$ cat config.mk
export PLATFORM = sky130hd
export DESIGN_NAME = data_lsu_flat
export DESIGN_NICKNAME = d
export VERILOG_FILES = /design/src/rtl/data_lsu_if.sv /design/src/rtl/data_lsu.sv /design/src/flat_wrapper.sv
export SDC_FILE = /design/constraint.sdc
export NUM_CORES = 1
export LEC_CHECK = 0
export CAP_MARGIN = 20
export CORE_MARGIN = 2
export CORE_UTILIZATION = 29
export DETAILED_ROUTE_END_ITERATION = 10
export GPL_TIMING_DRIVEN = 0
export HOLD_SLACK_MARGIN = 0.08
export PLACE_DENSITY_LB_ADDON = 0.08
export SLEW_MARGIN = 20
export SYNTH_ARGS = -nofsm -noshare
export SYNTH_HDL_FRONTEND = slang
export SYNTH_SLANG_ARGS = --single-unit
$ cat constraint.sdc
create_clock -name clk -period 2 [get_ports clk]
set_input_delay 0.4 -clock clk [delete_from_list [all_inputs] [get_ports clk]]
set_output_delay 0.4 -clock clk [all_outputs]
set_load 0.1 [all_outputs]
$ cat src/rtl/data_lsu_if.sv
// Memory-side bus of the load/store unit: request/grant then read-valid.
interface data_lsu_if;
  logic        req;
  logic        gnt;
  logic [31:0] addr;
  logic        we;
  logic [3:0]  be;
  logic [31:0] wdata;
  logic        rvalid;
  logic [31:0] rdata;

  modport master (
    output req, addr, we, be, wdata,
    input  gnt, rvalid, rdata
  );

  modport slave (
    input  req, addr, we, be, wdata,
    output gnt, rvalid, rdata
  );
endinterface

$ cat src/rtl/data_lsu.sv
// Load/store unit: turns control-FSM load/store strobes into one bus
// transaction, aligns/extends load data and reports misalignment/timeouts.
module data_lsu #(
  parameter int unsigned TIMEOUT = 255
) (
  input  logic              clk,
  input  logic              rst_n,
  input  logic              data_req_i,
  input  logic              data_write_enable_i,
  input  logic [2:0]        funct3_i,
  input  logic [31:0]       addr_i,
  input  logic [31:0]       wdata_i,
  output logic              data_valid_o,
  output logic [31:0]       rdata_o,
  output logic              data_err_o,
  data_lsu_if.master        mem
);

  localparam int unsigned CntW = 8;
  localparam logic [CntW-1:0] TimeoutVal = CntW'(TIMEOUT);

  typedef enum logic [3:0] {
    S_IDLE = 4'b0001,
    S_REQ  = 4'b0010,
    S_WAIT = 4'b0100,
    S_DONE = 4'b1000
  } state_e;

  state_e            state_q, state_d;
  logic [CntW-1:0]   cnt_q, cnt_d;
  logic [2:0]        f3_q, f3_d;
  logic [1:0]        alo_q, alo_d;
  logic              store_q, store_d;
  logic              valid_q, valid_d;
  logic              err_q, err_d;
  logic [31:0]       rdata_q, rdata_d;
  logic              req_q, req_d;
  logic [31:0]       maddr_q, maddr_d;
  logic              we_q, we_d;
  logic [3:0]        be_q, be_d;
  logic [31:0]       mwd_q, mwd_d;

  logic              bad_c;
  logic [3:0]        st_be_c;
  logic [31:0]       st_wd_c;
  logic [7:0]        byte_c;
  logic [15:0]       half_c;
  logic [31:0]       ld_c;
  logic [CntW-1:0]   cnt_inc_c;

  // Illegal width code or misaligned address for the incoming access
  assign bad_c = (funct3_i[1:0] == 2'b11) || (funct3_i == 3'b110) ||
                 ((funct3_i[1:0] == 2'b01) && addr_i[0]) ||
                 ((funct3_i[1:0] == 2'b10) && (addr_i[1:0] != 2'b00));

  assign cnt_inc_c = cnt_q + CntW'(1);

  // Store byte enables and lane-replicated write data
  always_comb begin
    st_be_c = 4'b1111;
    st_wd_c = wdata_i;
    case (funct3_i[1:0])
      2'b00: begin
        st_be_c = 4'b0001 << addr_i[1:0];
        st_wd_c = {4{wdata_i[7:0]}};
      end
      2'b01: begin
        st_be_c = addr_i[1] ? 4'b1100 : 4'b0011;
        st_wd_c = {2{wdata_i[15:0]}};
      end
      default: ;
    endcase
  end

  // Load lane extraction with sign/zero extension (funct3[2] = unsigned)
  always_comb begin
    case (alo_q)
      2'd0:    byte_c = mem.rdata[7:0];
      2'd1:    byte_c = mem.rdata[15:8];
      2'd2:    byte_c = mem.rdata[23:16];
      default: byte_c = mem.rdata[31:24];
    endcase
    half_c = alo_q[1] ? mem.rdata[31:16] : mem.rdata[15:0];
    case (f3_q[1:0])
      2'b00:   ld_c = {{24{byte_c[7] & ~f3_q[2]}}, byte_c};
      2'b01:   ld_c = {{16{half_c[15] & ~f3_q[2]}}, half_c};
      default: ld_c = mem.rdata;
    endcase
  end

  // Next-state and registered-output logic
  always_comb begin
    state_d = state_q;
    cnt_d   = cnt_q;
    f3_d    = f3_q;
    alo_d   = alo_q;
    store_d = store_q;
    valid_d = 1'b0;
    err_d   = 1'b0;
    rdata_d = rdata_q;
    req_d   = 1'b0;
    maddr_d = maddr_q;
    we_d    = we_q;
    be_d    = be_q;
    mwd_d   = mwd_q;
    case (state_q)
      S_IDLE: begin
        if (data_write_enable_i || data_req_i) begin
          f3_d    = funct3_i;
          alo_d   = addr_i[1:0];
          store_d = data_write_enable_i;
          maddr_d = {addr_i[31:2], 2'b00};
          we_d    = data_write_enable_i;
          be_d    = data_write_enable_i ? st_be_c : 4'b1111;
          mwd_d   = st_wd_c;
          if (bad_c) begin
            state_d = S_DONE;
            valid_d = 1'b1;
            err_d   = 1'b1;
            rdata_d = '0;
          end else begin
            state_d = S_REQ;
            req_d   = 1'b1;
            cnt_d   = '0;
          end
        end
      end
      S_REQ: begin
        if (mem.gnt) begin
          cnt_d = '0;
          if (store_q) begin
            state_d = S_DONE;
            valid_d = 1'b1;
          end else begin
            state_d = S_WAIT;
          end
        end else begin
          cnt_d = cnt_inc_c;
          if (cnt_inc_c == TimeoutVal) begin
            state_d = S_DONE;
            valid_d = 1'b1;
            err_d   = 1'b1;
            rdata_d = '0;
          end else begin
            req_d = 1'b1;
          end
        end
      end
      S_WAIT: begin
        if (mem.rvalid) begin
          state_d = S_DONE;
          valid_d = 1'b1;
          rdata_d = ld_c;
        end else begin
          cnt_d = cnt_inc_c;
          if (cnt_inc_c == TimeoutVal) begin
            state_d = S_DONE;
            valid_d = 1'b1;
            err_d   = 1'b1;
            rdata_d = '0;
          end
        end
      end
      S_DONE: state_d = S_IDLE;
      default: state_d = S_IDLE;
    endcase
  end

  // State and output registers; reset aborts any access immediately
  always_ff @(posedge clk or negedge rst_n) begin
    if (!rst_n) begin
      state_q <= S_IDLE;
      cnt_q   <= '0;
      f3_q    <= '0;
      alo_q   <= '0;
      store_q <= 1'b0;
      valid_q <= 1'b0;
      err_q   <= 1'b0;
      rdata_q <= '0;
      req_q   <= 1'b0;
      maddr_q <= '0;
      we_q    <= 1'b0;
      be_q    <= '0;
      mwd_q   <= '0;
    end else begin
      state_q <= state_d;
      cnt_q   <= cnt_d;
      f3_q    <= f3_d;
      alo_q   <= alo_d;
      store_q <= store_d;
      valid_q <= valid_d;
      err_q   <= err_d;
      rdata_q <= rdata_d;
      req_q   <= req_d;
      maddr_q <= maddr_d;
      we_q    <= we_d;
      be_q    <= be_d;
      mwd_q   <= mwd_d;
    end
  end

  assign data_valid_o = valid_q;
  assign data_err_o   = err_q;
  assign rdata_o      = rdata_q;
  assign mem.req      = req_q;
  assign mem.addr     = maddr_q;
  assign mem.we       = we_q;
  assign mem.be       = be_q;
  assign mem.wdata    = mwd_q;

endmodule
$ cat src/flat_wrapper.sv
// flat-port wrapper written by rule: the top's interface ports become plain ports
module data_lsu_flat 
#(
  parameter int unsigned TIMEOUT = 255
)
  (clk, rst_n, data_req_i, data_write_enable_i, funct3_i, addr_i, wdata_i, data_valid_o, rdata_o, data_err_o, mem_req, mem_addr, mem_we, mem_be, mem_wdata, mem_gnt, mem_rvalid, mem_rdata);
  data_lsu_if mem_i ();
  input  logic clk;
  input  logic rst_n;
  input  logic data_req_i;
  input  logic data_write_enable_i;
  input  logic [2:0] funct3_i;
  input  logic [31:0] addr_i;
  input  logic [31:0] wdata_i;
  output logic data_valid_o;
  output logic [31:0] rdata_o;
  output logic data_err_o;
  output wire logic [$bits(mem_i.req)-1:0] mem_req;
  output wire logic [$bits(mem_i.addr)-1:0] mem_addr;
  output wire logic [$bits(mem_i.we)-1:0] mem_we;
  output wire logic [$bits(mem_i.be)-1:0] mem_be;
  output wire logic [$bits(mem_i.wdata)-1:0] mem_wdata;
  input wire logic [$bits(mem_i.gnt)-1:0] mem_gnt;
  input wire logic [$bits(mem_i.rvalid)-1:0] mem_rvalid;
  input wire logic [$bits(mem_i.rdata)-1:0] mem_rdata;
  assign mem_req = mem_i.req;
  assign mem_addr = mem_i.addr;
  assign mem_we = mem_i.we;
  assign mem_be = mem_i.be;
  assign mem_wdata = mem_i.wdata;
  assign mem_i.gnt = mem_gnt;
  assign mem_i.rvalid = mem_rvalid;
  assign mem_i.rdata = mem_rdata;
  data_lsu #(.TIMEOUT(TIMEOUT)) u_core (.clk(clk), .rst_n(rst_n), .data_req_i(data_req_i), .data_write_enable_i(data_write_enable_i), .funct3_i(funct3_i), .addr_i(addr_i), .wdata_i(wdata_i), .data_valid_o(data_valid_o), .rdata_o(rdata_o), .data_err_o(data_err_o), .mem(mem_i));
endmodule
==> metrics, run 1 <==
Vias/cell=4.78; Finished Core Util=47.2%; Worst Setup SP=u_core.cnt_q[1]$_DFFE_PN0P_; CP max FO=5; top cell type by total area after synthesis=dfrtp_1; wire length per cell=17.0 um; global-route wire length before repair=30.1 mm; # rows=slightly above 50; DRC errors left=0; I/O pin count=209; Die Span X=between 100 and 150 um; Mapped Cells=627; CTS max path bufs=2; I/O Buffers=204; Tightest Pin Transition=approximately 0.95 ns; Multi-input gate area=around 2600 um^2; DIE HEIGHT=around 140 um; top cells by count, synth=166 x nand2_1, 118 x dfrtp_1, 83 x o21ai_0; Levels on crit path=8; CORE AREA=between 15000 and 20000 um^2; Worst Path Arrival=2.56 ns; vias in the first global route=5562; Setup crit end kind=flop; total congestion overflow=0; Initial DRC Count=264; largest net degree at the start of global routing=78; post-synthesis cell type count=46; pre-CTS setup slack=-0.865 ns; status=finished with violations; CP endpoint=u_core.rdata_o[13]$_DFFE_PN0P_; setup violation total in the final timing report=32; diode count=0; skew final=between 0.008 and 0.009 ns; Synth warnings=0; final hold vios=0; routability cong.=0.848; CP Class=reg2reg; Sink Count=119; Final Cycle Share=115%; clk root buf=clkbuf_16; worst hold slack=0.463 ns; Worst R2R End=u_core.rdata_o[13]$_DFFE_PN0P_; #FFs+latches synth=between 100 and 150; DPL Wire Length=~14 mm; r2r worst-path depth=8; final worst setup slack=-0.290 ns; EDFF count, synth=0; most frequent cell after synthesis=nand2_1; Slowest cell on crit path=a2111o_1; syn_area_per_cell=9.12 um^2; Peak VDD IR=1.09 mV; Leakage=3.99 nW; initial antenna violation count=0; crit-path cells=ha_4 > nand3_4 > or3_4 > a2111o_1 > a211oi_4 > buf_4 > buf_6 > o22ai_1; Worst path max stage delay=0.47 ns; Num CTS Buffers=17; DP Area=8140 um^2; Synth Cell Area=5720 um^2; FF-to-FF Start=u_core.cnt_q[1]$_DFFE_PN0P_; die footprint=between 20000 and 25000 um^2; Data required, critical path=2.27 ns; worst min path class=in2async; Area Growth Syn to Fin=60.0%; FFs w/ async S/R, synth=100%; synth top area cells=dfrtp_1 52%, nand2_1 11%, o21ai_0 7.3%, mux2i_1 4.2%, inv_1 2.8%; post-route minimum period=2.29 ns; post-route ant nets=0; Fmax=437 MHz; Max-slew headroom=37.1%; Total Wirelength=about 19 mm; DR pass1 iterations=4; CP Buf/Inv Count=2; P per Cell Area=1880 nW/um^2; final instance area=9150 um^2; layout cells sized above 1=25.1%; CTS tree=yes; # nets final=973; Initial Util=29.5%; main flop type after synthesis=dfrtp_1; top-area cell type share of the netlist area=51.7%; Max-Cap Viols=0; failing checks=setup timing; max-slew violations=0; setup TNS=-7.13 ns; insertion delay to the later sink of the worst-skew pair=~0.42 ns; Reg clk slew, reported paths=0.06 ns; kind of start point of the critical path=flop; sequential area share after synthesis=roughly 52%; H-tree levels=4; via count=~5500; All-Layer GR Usage=19.0%; reg2reg setup slack=-0.29 ns; # fillers=a little under 2000; register area=around 3000 um^2; RSZ-0062 raised after global routing=yes; crit-path leading delay family=compound AO/OA/AOI/OAI gates
[where the power goes]
part | switching [mW] | leakage (nW) | internal (mW)
clock | 1.19 | 0.289 | 2.00
combinational | 7.89 | 2.19 | 2.43
sequential | 0.485 | 1.52 | 3.22
total | 9.56 | 3.99 | 7.65
[registers in the layout, summed over array words and instances, names as in the netlist, 2 cells and up]
signal / cells
u_core.mem.be: 4
u_core.mem.wdata: 32
u_core.alo_q: 2
u_core.cnt_q: 8
u_core.mem.addr: 30
u_core.rdata_o: 32
u_core.state_q: 4
u_core.f3_q: 3
[final cells by class]
class | count | share of cell area (%)
Clock inverter | 14 | 1.90
Multi-Input combinational cell | 429 | 28.4
Tap cell | 265 | 3.62
Sequential cell | 119 | 32.6
Inverter | 42 | 1.72
Timing Repair Buffer | 220 | 25.0
Buffer | 37 | 1.94
Clock buffer | 18 | 4.80
[per-layer routing]
metal	vias to the layer above	global-route usage [%]	share of wire [%]
met3	23	5.83	7.8
met1	2636	23.9	42
met5	-	0	0
met4	0	6.80	2.1
li1	2618	-	-
met2	188	31.2	48
[per-stage QoR]
stage / total power [mW] / instances
after CTS: 17.2 / 1142
after detailed placement: 13.8 / 1098
after floorplan: 11.1 / 628
after global placement: 13.7 / 1097
after global routing: 18.1 / 1144
final: 17.2 / 1144
[cells in the final DEF (no fill, tap or decap), drive strengths merged, types with 3 or more instances in the layout]
| cell | instances |
|---|---|
| a21o | 3 |
| a21oi | 21 |
| a221oi | 8 |
| buf | 25 |
| bufinv | 3 |
| clkbuf | 55 |
| clkdlybuf4s15 | 93 |
| clkdlybuf4s50 | 101 |
| clkinv | 4 |
| clkinvlp | 4 |
| dfrtp | 118 |
| inv | 45 |
| mux2 | 11 |
| mux2i | 24 |
| mux4 | 7 |
| nand2 | 166 |
| nand2b | 3 |
| nand3 | 8 |
| nor2 | 22 |
| nor2b | 4 |
| nor3b | 3 |
| o211ai | 3 |
| o21a | 3 |
| o21ai | 94 |
| o22ai | 15 |
| o2bb2ai | 3 |
| o31ai | 4 |
[worst min path at each step]
| stage | from | to | slack [ns] | cells past startpoint |
|---|---|---|---|---|
| after floorplan | rst_n | u_core.alo_q[0]$_DFFE_PN0P_ | 0.10 | 0 |
| after global placement | u_core.mem.wdata[0]$_DFFE_PN0P_ | u_core.mem.wdata[0]$_DFFE_PN0P_ | 0.46 | 2 |
| after detailed placement | rst_n | u_core.rdata_o[19]$_DFFE_PN0P_ | 0.35 | 1 |
| after CTS | rst_n | u_core.rdata_o[21]$_DFFE_PN0P_ | 0.47 | 2 |
| after global routing | rst_n | u_core.rdata_o[21]$_DFFE_PN0P_ | 0.48 | 2 |
| final | rst_n | u_core.rdata_o[21]$_DFFE_PN0P_ | 0.46 | 2 |
[timing repair]
| item | CTS | global route |
|---|---|---|
| cloned | 2 | 1 |
| pin swaps | 3 | 3 |
| setup buffers | 10 | 4 |
| resized for setup | 327 | 38 |
| hold buffers | 1 | 0 |
| hold endpoints to repair | 41 | 0 |
| endpoints found under the setup margin | 210 | 93 |
[cell families (layout without fill, tap and decap cells)]
group,after synthesis,after routing,share of synthesized area (%)
and+or+nand+nor,215,215,15.3
adders and majority gates,2,2,0.438
other,1,2,0.0656
AOI/OAI and AO/OA,165,165,16.8
xor gates and xnor gates,3,3,0.460
muxes,42,42,9.13
DFF,119,119,52.1
buffers and inverters,80,331,5.63
Power figures use the tool's default switching activity.
==> run 2: changes to the inputs <==
- ABC_AREA: unset -> 1
- RECOVER_POWER: unset -> 25
==> run 2 against run 1 <==
Compared with the run above:
- the flow now finishes without violations
- sequential power shrank 3%
- power shrank 2.7%
- final cell count grew 22%
- first-iteration DRC count grew 44%
- flip-flop and latch count is the same
- critical path type is now in2reg
==> metrics, run 2 <==
Worst R2R End=u_core.rdata_o[25]$_DFFE_PN0P_; clk root buf=clkbuf_16; DIE HEIGHT=153 um; Reg clk slew, reported paths=roughly 0.06 ns; initial antenna violation count=0; DPL Wire Length=16.6 mm; reg2reg setup slack=0.14 ns; worst hold stages=3; wire length per cell=16.0 um; die footprint=about 23000 um^2; main flop type after synthesis=dfrtp_1; DP Area=8830 um^2; # rows=54; Worst Path Arrival=2.20 ns; Tightest Pin Transition=0.960 ns; final instance area=9590 um^2; All-Layer GR Usage=19.5%; Peak VDD IR=1.09 mV; DR pass1 iterations=5; DRC errors left=0; leading cell type in the layout, fill and taps excluded=nand2_1; # fillers=2259; Vias/cell=4.63; Total Wirelength=22.3 mm; Max-Cap Viols=0; Initial Util=29.4%; P per Cell Area=1750 nW/um^2; r2r worst-path depth=8; Area Growth Syn to Fin=50.0%; CP max FO=7; final hold vios=0; Initial DRC Count=379; I/O Buffers=205; Synth warnings=0; CP Class=in2reg; Data required, critical path=approximately 2.3 ns; Synth Cell Area=between 6000 and 7000 um^2; Leakage=4.42 nW; kind of start point of the critical path=input port; setup TNS=0 ns; CP endpoint=u_core.cnt_q[6]$_DFFE_PN0P_; H-tree levels=4; insertion delay to the later sink of the worst-skew pair=0.42 ns; via count=6456; FFs w/ async S/R, synth=100%; sequential area share after synthesis=between 40% and 50%; pre-CTS setup slack=-0.542 ns; #FFs+latches synth=119; worst min path class=in2reg; largest net degree at the start of global routing=86; Final Cycle Share=95.6%; EDFF count, synth=0; most frequent cells in the layout=365 x nand2_1, 118 x dfrtp_1, 102 x clkdlybuf4s50_1; Worst Setup SP=funct3_i[0]; CTS max path bufs=2; routability cong.=0.835; global-route wire length before repair=approximately 36 mm; status=complete, no violations; setup violation total in the final timing report=0; Num CTS Buffers=17; diode count=0; top cell type by total area after synthesis=dfrtp_1; total congestion overflow=0; Mapped Cells=873; CORE AREA=21800 um^2; CTS tree=yes; FF-to-FF Start=u_core.state_q[0]$_DFFE_PN1N_; post-route ant nets=0; post-route minimum period=between 1.5 and 2 ns; Final Total Pwr=about 17 mW; Max-slew headroom=36.0%; vias in the first global route=6482; # nets final=1207; top-area cell type share of the netlist area=around 46%; max-slew violations=0; synth top area cells=dfrtp_1 46%, nand2_1 21%, o21ai_0 4.6%, nor2_1 4.2%, nand3_1 3.9%; skew final=0.00546 ns; Setup Buffers After CTS=0; most frequent cell after synthesis=nand2_1; I/O pin count=209; Setup crit end kind=flop; Finished Core Util=44.1%; syn_area_per_cell=7.33 um^2; top cells by count, synth=365 x nand2_1, 118 x dfrtp_1, 71 x nor2_1; Sink Count=119; layout cells sized above 1=17.9%; post-synthesis cell type count=39; Die Span X=153 um; Fmax=~520 MHz; final worst setup slack=between 0.08 and 0.09 ns
## run 2: changes by cell type in the layout (fill, tap and decap cells not counted), moves of 12 or more
cell	previous run	this run
nand2_1	166	365
nor2_1	21	69
mux2i_1	24	0
nand3_1	6	49
buf_2	2	14
o21ai_2	18	0
o211ai_1	3	23
## run 2: power breakdown
part / switching (mW) / total [mW] / internal, mW
sequential: 0.432 / 3.61 / 3.18
clock: 1.23 / 3.22 / 1.99
combinational: 7.76 / 9.91 / 2.15
## run 2: worst min path at each step
stage                                     from                              end  slack (ns)
4_1_cts                            funct3_i[1]  u_core.mem.wdata[8]$_DFFE_PN0P_        0.44
3_3_place_gp   u_core.mem.addr[10]$_DFFE_PN0P_  u_core.mem.addr[10]$_DFFE_PN0P_        0.46
5_1_grt                            funct3_i[1]  u_core.mem.wdata[8]$_DFFE_PN0P_        0.48
6_report                           funct3_i[1]  u_core.mem.wdata[8]$_DFFE_PN0P_        0.46
3_5_place_dp                             rst_n      u_core.cnt_q[5]$_DFFE_PN0P_        0.30
2_1_floorplan                            rst_n      u_core.alo_q[0]$_DFFE_PN0P_        0.10
## run 2: metrics by stage
step | instances | hold WS [ns]
finish | 1393 | 0.456
CTS | 1393 | 0.436
floorplan | 874 | 0.104
global placement | 1359 | 0.462
detailed placement | 1360 | 0.298
global route | 1393 | 0.480
## run 2: timing repair
item | in CTS | in global routing
hold buffers | 1 | 0
hold endpoints to repair | 34 | 0
endpoints found under the setup margin | 117 | 36
gates resized for setup | 306 | 10
## run 2: routing by layer
| metal | routed length (um) | vias up | GRT usage [%] |
|---|---|---|---|
| li1 | - | 3251 | - |
| met1 | 10100 | 2985 | 25.7 |
| met2 | 10200 | 199 | 31.0 |
| met3 | 1640 | 21 | 6.80 |
| met4 | 262 | 0 | 4.63 |
| met5 | 0 | - | 0 |
## run 2: final cells by class
cell class | count | area [um^2] | share of cell area [%]
clock buffers | 21 | 480 | 5.01
multi-input cells | 654 | 2980 | 31.1
repair buffers | 207 | 2190 | 22.9
clock inverters | 11 | 136 | 1.42
flip-flops and latches | 119 | 2980 | 31.1
inverters | 56 | 215 | 2.24
well taps | 280 | 350 | 3.65
plain buffers | 45 | 258 | 2.69
## run 2: cells by family after synthesis
kind of cell | after synthesis | share of synthesized area (%)
XOR/XNOR | 2 | 0.274
AND/OR/NAND/NOR | 512 | 32.8
other | 1 | 0.0586
flip-flops | 119 | 46.6
adder cells (fa/ha/maj) | 2 | 0.391
AO/OA/AOI/OAI | 136 | 12.6
buffers and inverters | 101 | 7.30
## run 2: critical path: stages
cell             delay, ns
clkdlybuf4s50_1       0.61
o31ai_1               0.40
nand2_1               0.21
nand2_1               0.15
nand2_1               0.07
nor2_2                0.24
o22ai_1               0.11
